### config.mk
export PLATFORM = sky130hd
export DESIGN_NAME = led_trail_pwm
export DESIGN_NICKNAME = d
export VERILOG_FILES = /design/src/rtl/led_pkg.sv /design/src/rtl/led_trail_cell.sv /design/src/rtl/led_trail_pwm.sv
export SDC_FILE = /design/constraint.sdc
export NUM_CORES = 1
export LEC_CHECK = 0
export ABC_AREA = 1
export CAP_MARGIN = 30
export CELL_PAD_IN_SITES_DETAIL_PLACEMENT = 1
export CELL_PAD_IN_SITES_GLOBAL_PLACEMENT = 2
export CORE_UTILIZATION = 30
export DETAILED_ROUTE_END_ITERATION = 6
export PLACE_DENSITY_LB_ADDON = 0.1
export SLEW_MARGIN = 20
export SYNTH_ARGS = -nofsm -noshare
export SYNTH_HDL_FRONTEND = slang
export SYNTH_SLANG_ARGS = --single-unit
### constraint.sdc
create_clock -name clk -period 3.6 [get_ports clk]
set_input_delay 0.72 -clock clk [delete_from_list [all_inputs] [get_ports clk]]
set_output_delay 0.72 -clock clk [all_outputs]
set_load 0.02 [all_outputs]
### src/rtl/led_pkg.sv
// Shared defaults and level type for the LED trail PWM stage.
package led_pkg;

  localparam int unsigned DEF_N_LEDS    = 14;
  localparam int unsigned DEF_LEVEL_W   = 4;
  localparam int unsigned DEF_DECAY_DIV = 2;
  localparam int unsigned MAX_LEVEL     = (1 << DEF_LEVEL_W) - 1;

  typedef logic [DEF_LEVEL_W-1:0] level_t;

endpackage

### src/rtl/led_trail_cell.sv
// One LED: brightness level register plus registered PWM compare.
module led_trail_cell
  import led_pkg::*;
#(
  parameter int unsigned LEVEL_W = DEF_LEVEL_W
) (
  input  logic               clk,
  input  logic               rst_n,
  input  logic               set,
  input  logic               decay,
  input  logic [LEVEL_W-1:0] pwm_cnt,
  output logic               led
);

  localparam logic [LEVEL_W-1:0] LVL_MAX = '1;

  logic [LEVEL_W-1:0] level_d, level_q;
  logic               led_d, led_q;

  // Level update (set beats decay, decay saturates at 0) and duty compare
  always_comb begin
    level_d = level_q;
    led_d   = (level_q == LVL_MAX) || (level_q > pwm_cnt);
    if (set) begin
      level_d = LVL_MAX;
    end else if (decay && (level_q != '0)) begin
      level_d = level_q - LEVEL_W'(1);
    end
  end

  // Level and drive registers
  always_ff @(posedge clk or negedge rst_n) begin
    if (!rst_n) begin
      level_q <= '0;
      led_q   <= 1'b0;
    end else begin
      level_q <= level_d;
      led_q   <= led_d;
    end
  end

  assign led = led_q;

endmodule

### src/rtl/led_trail_pwm.sv
// Drives LEDs from the pattern stream: set bits solid, dropped bits fade out via PWM.
module led_trail_pwm
  import led_pkg::*;
#(
  parameter int unsigned N_LEDS    = DEF_N_LEDS,
  parameter int unsigned LEVEL_W   = DEF_LEVEL_W,
  parameter int unsigned DECAY_DIV = DEF_DECAY_DIV
) (
  input  logic              clk,
  input  logic              rst_n,
  input  logic              pat_valid,
  input  logic [N_LEDS-1:0] pat_in,
  output logic [N_LEDS-1:0] led_out,
  output logic              frame_tick
);

  localparam int unsigned        DEC_W    = (DECAY_DIV > 1) ? $clog2(DECAY_DIV) : 1;
  localparam logic [LEVEL_W-1:0] PWM_MAX  = '1;
  localparam logic [DEC_W-1:0]   DEC_LAST = DEC_W'(DECAY_DIV - 1);

  logic [N_LEDS-1:0]  pat_d, pat_q;
  logic [LEVEL_W-1:0] pwm_cnt_d, pwm_cnt_q;
  logic [DEC_W-1:0]   dec_cnt_d, dec_cnt_q;
  logic               frame_tick_d, frame_tick_q;
  logic [N_LEDS-1:0]  eff_pat_c;
  logic               frame_end_c;
  logic               decay_c;

  // Frame/decay timing and effective pattern (a fresh strobe overrides the latch)
  always_comb begin
    frame_end_c  = (pwm_cnt_q == PWM_MAX);
    decay_c      = frame_end_c && (dec_cnt_q == DEC_LAST);
    eff_pat_c    = pat_valid ? pat_in : pat_q;
    pat_d        = eff_pat_c;
    pwm_cnt_d    = pwm_cnt_q + LEVEL_W'(1);
    frame_tick_d = frame_end_c;
    dec_cnt_d    = dec_cnt_q;
    if (frame_end_c) begin
      dec_cnt_d = decay_c ? '0 : dec_cnt_q + DEC_W'(1);
    end
  end

  // Shared state registers
  always_ff @(posedge clk or negedge rst_n) begin
    if (!rst_n) begin
      pat_q        <= '0;
      pwm_cnt_q    <= '0;
      dec_cnt_q    <= '0;
      frame_tick_q <= 1'b0;
    end else begin
      pat_q        <= pat_d;
      pwm_cnt_q    <= pwm_cnt_d;
      dec_cnt_q    <= dec_cnt_d;
      frame_tick_q <= frame_tick_d;
    end
  end

  assign frame_tick = frame_tick_q;

  for (genvar i = 0; i < int'(N_LEDS); i++) begin : g_cell
    led_trail_cell #(
      .LEVEL_W (LEVEL_W)
    ) u_cell (
      .clk     (clk),
      .rst_n   (rst_n),
      .set     (eff_pat_c[i]),
      .decay   (decay_c),
      .pwm_cnt (pwm_cnt_q),
      .led     (led_out[i])
    );
  end

endmodule

Word level (Yosys, flattened, before mapping)

Index checks and enable logic that the tools add are counted.

Register bits: 90

$add $sub $neg: 16
$lt $le $gt $ge: 14
Equality and inequality tests: 15
Multiplexer cells: 30
Reduce and logical (&&, ||, !) cells: 57

Operators with widths:

| operator              | count |
|---|---|
| $mux W4               | 28 |
| $eq A4 B4 Y1 const B  | 15 |
| $gt A4 B4 Y1          | 14 |
| $reduce_bool A4 Y1    | 14 |
| $sub A4 B1 Y4 const B | 14 |
| $reduce_bool A2 Y1    | 14 |
| $logic_and A1 B1 Y1   | 15 |
| $logic_or A1 B1 Y1    | 14 |
| $mux W14              | 1 |
| $add A4 B1 Y4 const B | 1 |
| $add A1 B1 Y1 const B | 1 |
| $mux W1               | 1 |

Logic depth before layout (Yosys ltp)

Depth after elaboration: 5
Depth in mapped cells: 9
Gate-level depth less buffers: 9

Hierarchy

From an unflattened synthesis, not the netlist that was laid out.

Cells, all modules: 794
Area total of the unflattened synthesis: 6681.4 um2

Modules (own cells, without submodules):

| module         | instances | cells an instance | area each (um2) | seq. area each (um2) |
|---|---|---|---|---|
| led_trail_cell | 14        | 51                | 419.2           | 125.1 |
| led_trail_pwm  | 1         | 80                | 813.3           | 500.5 |

Worst setup path after synthesis

Ideal clock, no wire load.

Kind: flip-flop to flip-flop
From: reg pwm_cnt_q[0]
To: reg g_cell[12].u_cell.level_q[2]
Required time: 3.466 ns
Stages on the path, launching flop included: 8
Path buffers: 1
Path slack: 1.972 ns
Library setup time: 0.134 ns
Data arrival time: 1.494 ns
Cells stage by stage: dfrtp_1 -> ha_1 -> nand3_2 -> nor2_4 -> buf_2 -> nand2_1 -> nand2_1 -> nand3_1

Cells in the longest elaborated chain, start to end: 4

RTL lines:

| element                      | line                 | RTL |
|---|---|---|
| start, declared              | led_trail_pwm.sv:22  | `logic [LEVEL_W-1:0] pwm_cnt_d, pwm_cnt_q;` |
| start signal, assigned       | led_trail_pwm.sv:52  | `pwm_cnt_q <= pwm_cnt_d;` |
| $eq A4 B4 Y1                 | led_trail_pwm.sv:31  | `frame_end_c = (pwm_cnt_q == PWM_MAX);` |
| $logic_and A1 B1 Y1          | led_trail_pwm.sv:32  | `decay_c = frame_end_c && (dec_cnt_q == DEC_LAST);` |
| $logic_and A1 B1 Y1          | led_trail_cell.sv:26 | `end else if (decay && (level_q != '0)) begin` |
| $reduce_bool A2 Y1 (no line) | -                    |  |
| end signal, assigned         | led_trail_cell.sv:37 | `level_q <= level_d;` |
| end, declared                | led_trail_cell.sv:17 | `logic [LEVEL_W-1:0] level_d, level_q;` |

Every way passes these cells.
A chain may end at the register's enable or synchronous reset.

Worst setup path in the final report

From: reg g_cell[3].u_cell.led_q
To: out led_out[3]

RTL lines:

| element                | line                 | RTL |
|---|---|---|
| start, declared        | led_trail_cell.sv:18 | `logic led_d, led_q;` |
| start signal, assigned | led_trail_cell.sv:38 | `led_q <= led_d;` |
| end, declared          | led_trail_pwm.sv:13  | `output logic [N_LEDS-1:0] led_out,` |

No word-level cell between the ends.

==> metrics.md <==
| Metric | Value |
|---|---|
| Syn Std Cell Area | 0.006133 sq mm |
| Mux contribution to synthesized area | 0% |
| Hpwl dp | 10.97 mm |
| Total grt overflow | 0 |
| Crit path time final | 2.031 ns |
| Max-cap viol count | 0 |
| Final number of setup-violating endpoints | 0 |
| Final Routed Wirelength | 15.45 mm |
| R2R Path Start | pwm_cnt_q[2] |
| Synth Area in XOR/XNOR | 0.4284% |
| Area Overhead vs Synth | 13.59% |
| Clock skew | 0.009888 ns |
| Leak | 0.003672 uW |
| ANT cells | 0 |
| Hold Vio Cnt, Final | 0 |
| Register area share after synthesis | 36.72% |
| Total power | 2485 uW |
| Critical Path RT | 2.88 ns |
| Syn Area/Cell | 7.686 sq um |
| Synth Area in Compound Gates | 5.488% |
| Root Buffer | clkbuf_16 |
| WP buf/inv | 1 |
| Outcome | finished, final reports clean |
| Resize count post-CTS | 0 |
| VDD IR max | 0.2312 mV |
| Initial antenna violation count | 0 |
| Setup TNS Final | 0 ns |
| Initial Util | 31.01% |
| Final WS setup | 1.569 ns |
| Simple-gate share of the synthesized area | 29.03% |
| Setup Slack @ Placement | 1.471 ns |
| CTS tree | built |
| # DRC | 0 |
| Worst-path cell chain | clkdlybuf4s50_1 |
| Final period util | 56.40% |
| WS Path Type | reg2out |
| CP arrival | 1.31 ns |
| Die W | 145.0 um |
| IO Count | 32 |
| Slew @ Worst Pin | 0.9279 ns |
| Reg2Reg Depth | 8 |
| Post-synthesis adder-cell area fraction | 17.34% |
| Slowest stage delay, CP | 0.61 ns |
| Min-Delay Path Class | in2async |
| Standard-cell row count | 51 |
| Clk sink count | 90 |
| Clock insertion delay at the later pin of the skew report | 0.35 ns |
| Largest net degree at the start of global routing | 55 |
| Crit-path slowest cell | clkdlybuf4s50_1 |
| Crit path max fanout | 1 |
| Max frequency | 0.4925 GHz |
| Layout cell share with drive strength beyond 1 | 4.964% |
| Most common cell after layout, fill and taps aside | nand2_1 |
| Post-route ant nets | 0 |
| Post-Synthesis Cells | 798 |
| Commonest non-fill, non-tap cells in the layout | nand2_1, inv_1, nand3_1, dfrtp_1, ha_1 |
| Post-Syn Nets | 900 |
| R2r endpoint | g_cell[0].u_cell.led |
| First-pass GRT wire length | 26.48 mm |
| Die ar. | 0.02102 sq mm |
| Unrepaired setup endpoints after global routing | false |
| Worst setup EP type | output pin |
| Largest family of logic cells by synthesized area | simple AND/OR/NAND/NOR gates |
| Startpoint Class | flop |
| Via/cell ratio | 4.701 |
| Synth Warn # | 0 |
| Port Buf Inserts | 31 |
| Worst rel slew slack | 38.07% |
| Core Area | 0.01978 sq mm |
| Clk buf depth | 2 |
| Post-CTS Setup Bufs | 0 |
| Vias in the first global route | 5411 |
| Net count, final | 923 |
| Pwr Density | 356.7 mW/mm^2 |
| Routability Congestion | 0.7744 |
| R2R setup slack | 1.64 ns |
| Synth Register Bits | 90 |
| # H-tree levels | 3 |
| Drt pass-1 iters | 6 |
| Post-cts hold buffer count | 0 |
| Die Span Y | 145.0 um |
| CP delay by family, top | buffers and inverters |
| Cts bufs inserted | 9 |
| Wirelength per Cell | 14.16 um |
| Reg clk slew, reported paths | 0.07 ns |
| Vias after detailed routing | 5129 |
| Slew Limit Fails | 0 |
| Distinct cells, synth | 22 |
| Hold WS | 0.4470 ns |
| Gr usage total | 15.79% |
| Detailed Route Iter0 Violations | 106 |
==> flip-flops by register name (all words and copies together), names as in the netlist <==
register               flops
dec_cnt_q                  1
g_cell.u_cell.level_q     56
g_cell.u_cell.led         14
pwm_cnt_q                  4
frame_tick                 1
pat_q                     14
==> stage by stage <==
step	utilization, %	cell area (sq um)	std cells
detailed placement	33.56	6639	1075
floorplan	-	6133	798
CTS	35.22	6967	1091
global placement	33.56	6639	1075
finish	35.22	6967	1091
global route	35.22	6967	1091
==> layout make-up <==
class                   instances  area, sq um
clock buffers                  10        239.0
clock inverters                 6        88.84
fillers                      2435        12810
inverters                     134        503.0
multi-input cells             551         3207
flip-flops and latches         90         2252
well taps                     265        331.6
repair buffers                 35        345.3
==> worst max-delay path by stage <==
stage	end	from	depth (start not counted)	slack (ns)
3_3_place_gp	g_cell[3].u_cell.level_q[3]	pat_valid	6	1.54
4_1_cts	led_out[3]	g_cell[3].u_cell.led	1	1.52
3_5_place_dp	g_cell[3].u_cell.level_q[1]	pat_valid	6	1.47
6_report	led_out[3]	g_cell[3].u_cell.led	1	1.57
5_1_grt	g_cell[0].u_cell.led	pwm_cnt_q[1]	8	1.43
2_1_floorplan	g_cell[12].u_cell.level_q[2]	pwm_cnt_q[0]	7	1.97
==> layer usage <==
layer,track usage [%],up-vias,routed length (um)
met2,28.51,38,7758
li1,-,2587,-
met3,2.013,21,278
met1,18.84,2483,7104
met4,6.277,0,311
met5,0,-,0
==> where the power goes <==
part / total, uW / switching (uW) / internal (uW) / leakage [uW]
clock network: 1070 / 440 / 629 / 0.000155
logic: 302 / 180 / 122 / 0.00264
registers: 1110 / 52.8 / 1060 / 0.000881
total: 2480 / 673 / 1810 / 0.00367
==> cells by family (layout without fill, tap and decap cells) <==
| kind of cell | count (synthesis) | count (layout) |
|---|---|---|
| fa+ha+maj | 85 | 85 |
| compound gates | 52 | 52 |
| buf+inv | 157 | 185 |
| flops | 90 | 90 |
| xor+xnor | 3 | 3 |
| simple gates | 411 | 411 |
==> cell usage after synthesis <==
cell | n | area [sq um]
o21bai_1 | 14 | 105.1
a21oi_1 | 24 | 120.1
nand2_1 | 247 | 927.1
buf_2 | 5 | 25.02
buf_6 | 3 | 33.78
nand3_1 | 125 | 625.6
nand2_2 | 3 | 18.77
or2_2 | 5 | 31.28
nand4_1 | 10 | 62.56
o21ai_4 | 1 | 16.27
dfrtp_1 | 90 | 2252
buf_4 | 15 | 112.6
inv_1 | 130 | 488.0
o21ai_2 | 8 | 70.07
nand3_2 | 1 | 10.01
xor2_1 | 3 | 26.28
clkinv_1 | 4 | 15.01
o21ai_1 | 5 | 25.02
nor2_4 | 1 | 11.26
ha_1 | 85 | 1064
nand3b_1 | 6 | 45.04
nor2_1 | 13 | 48.80
(Power assumes the default switching activity.)
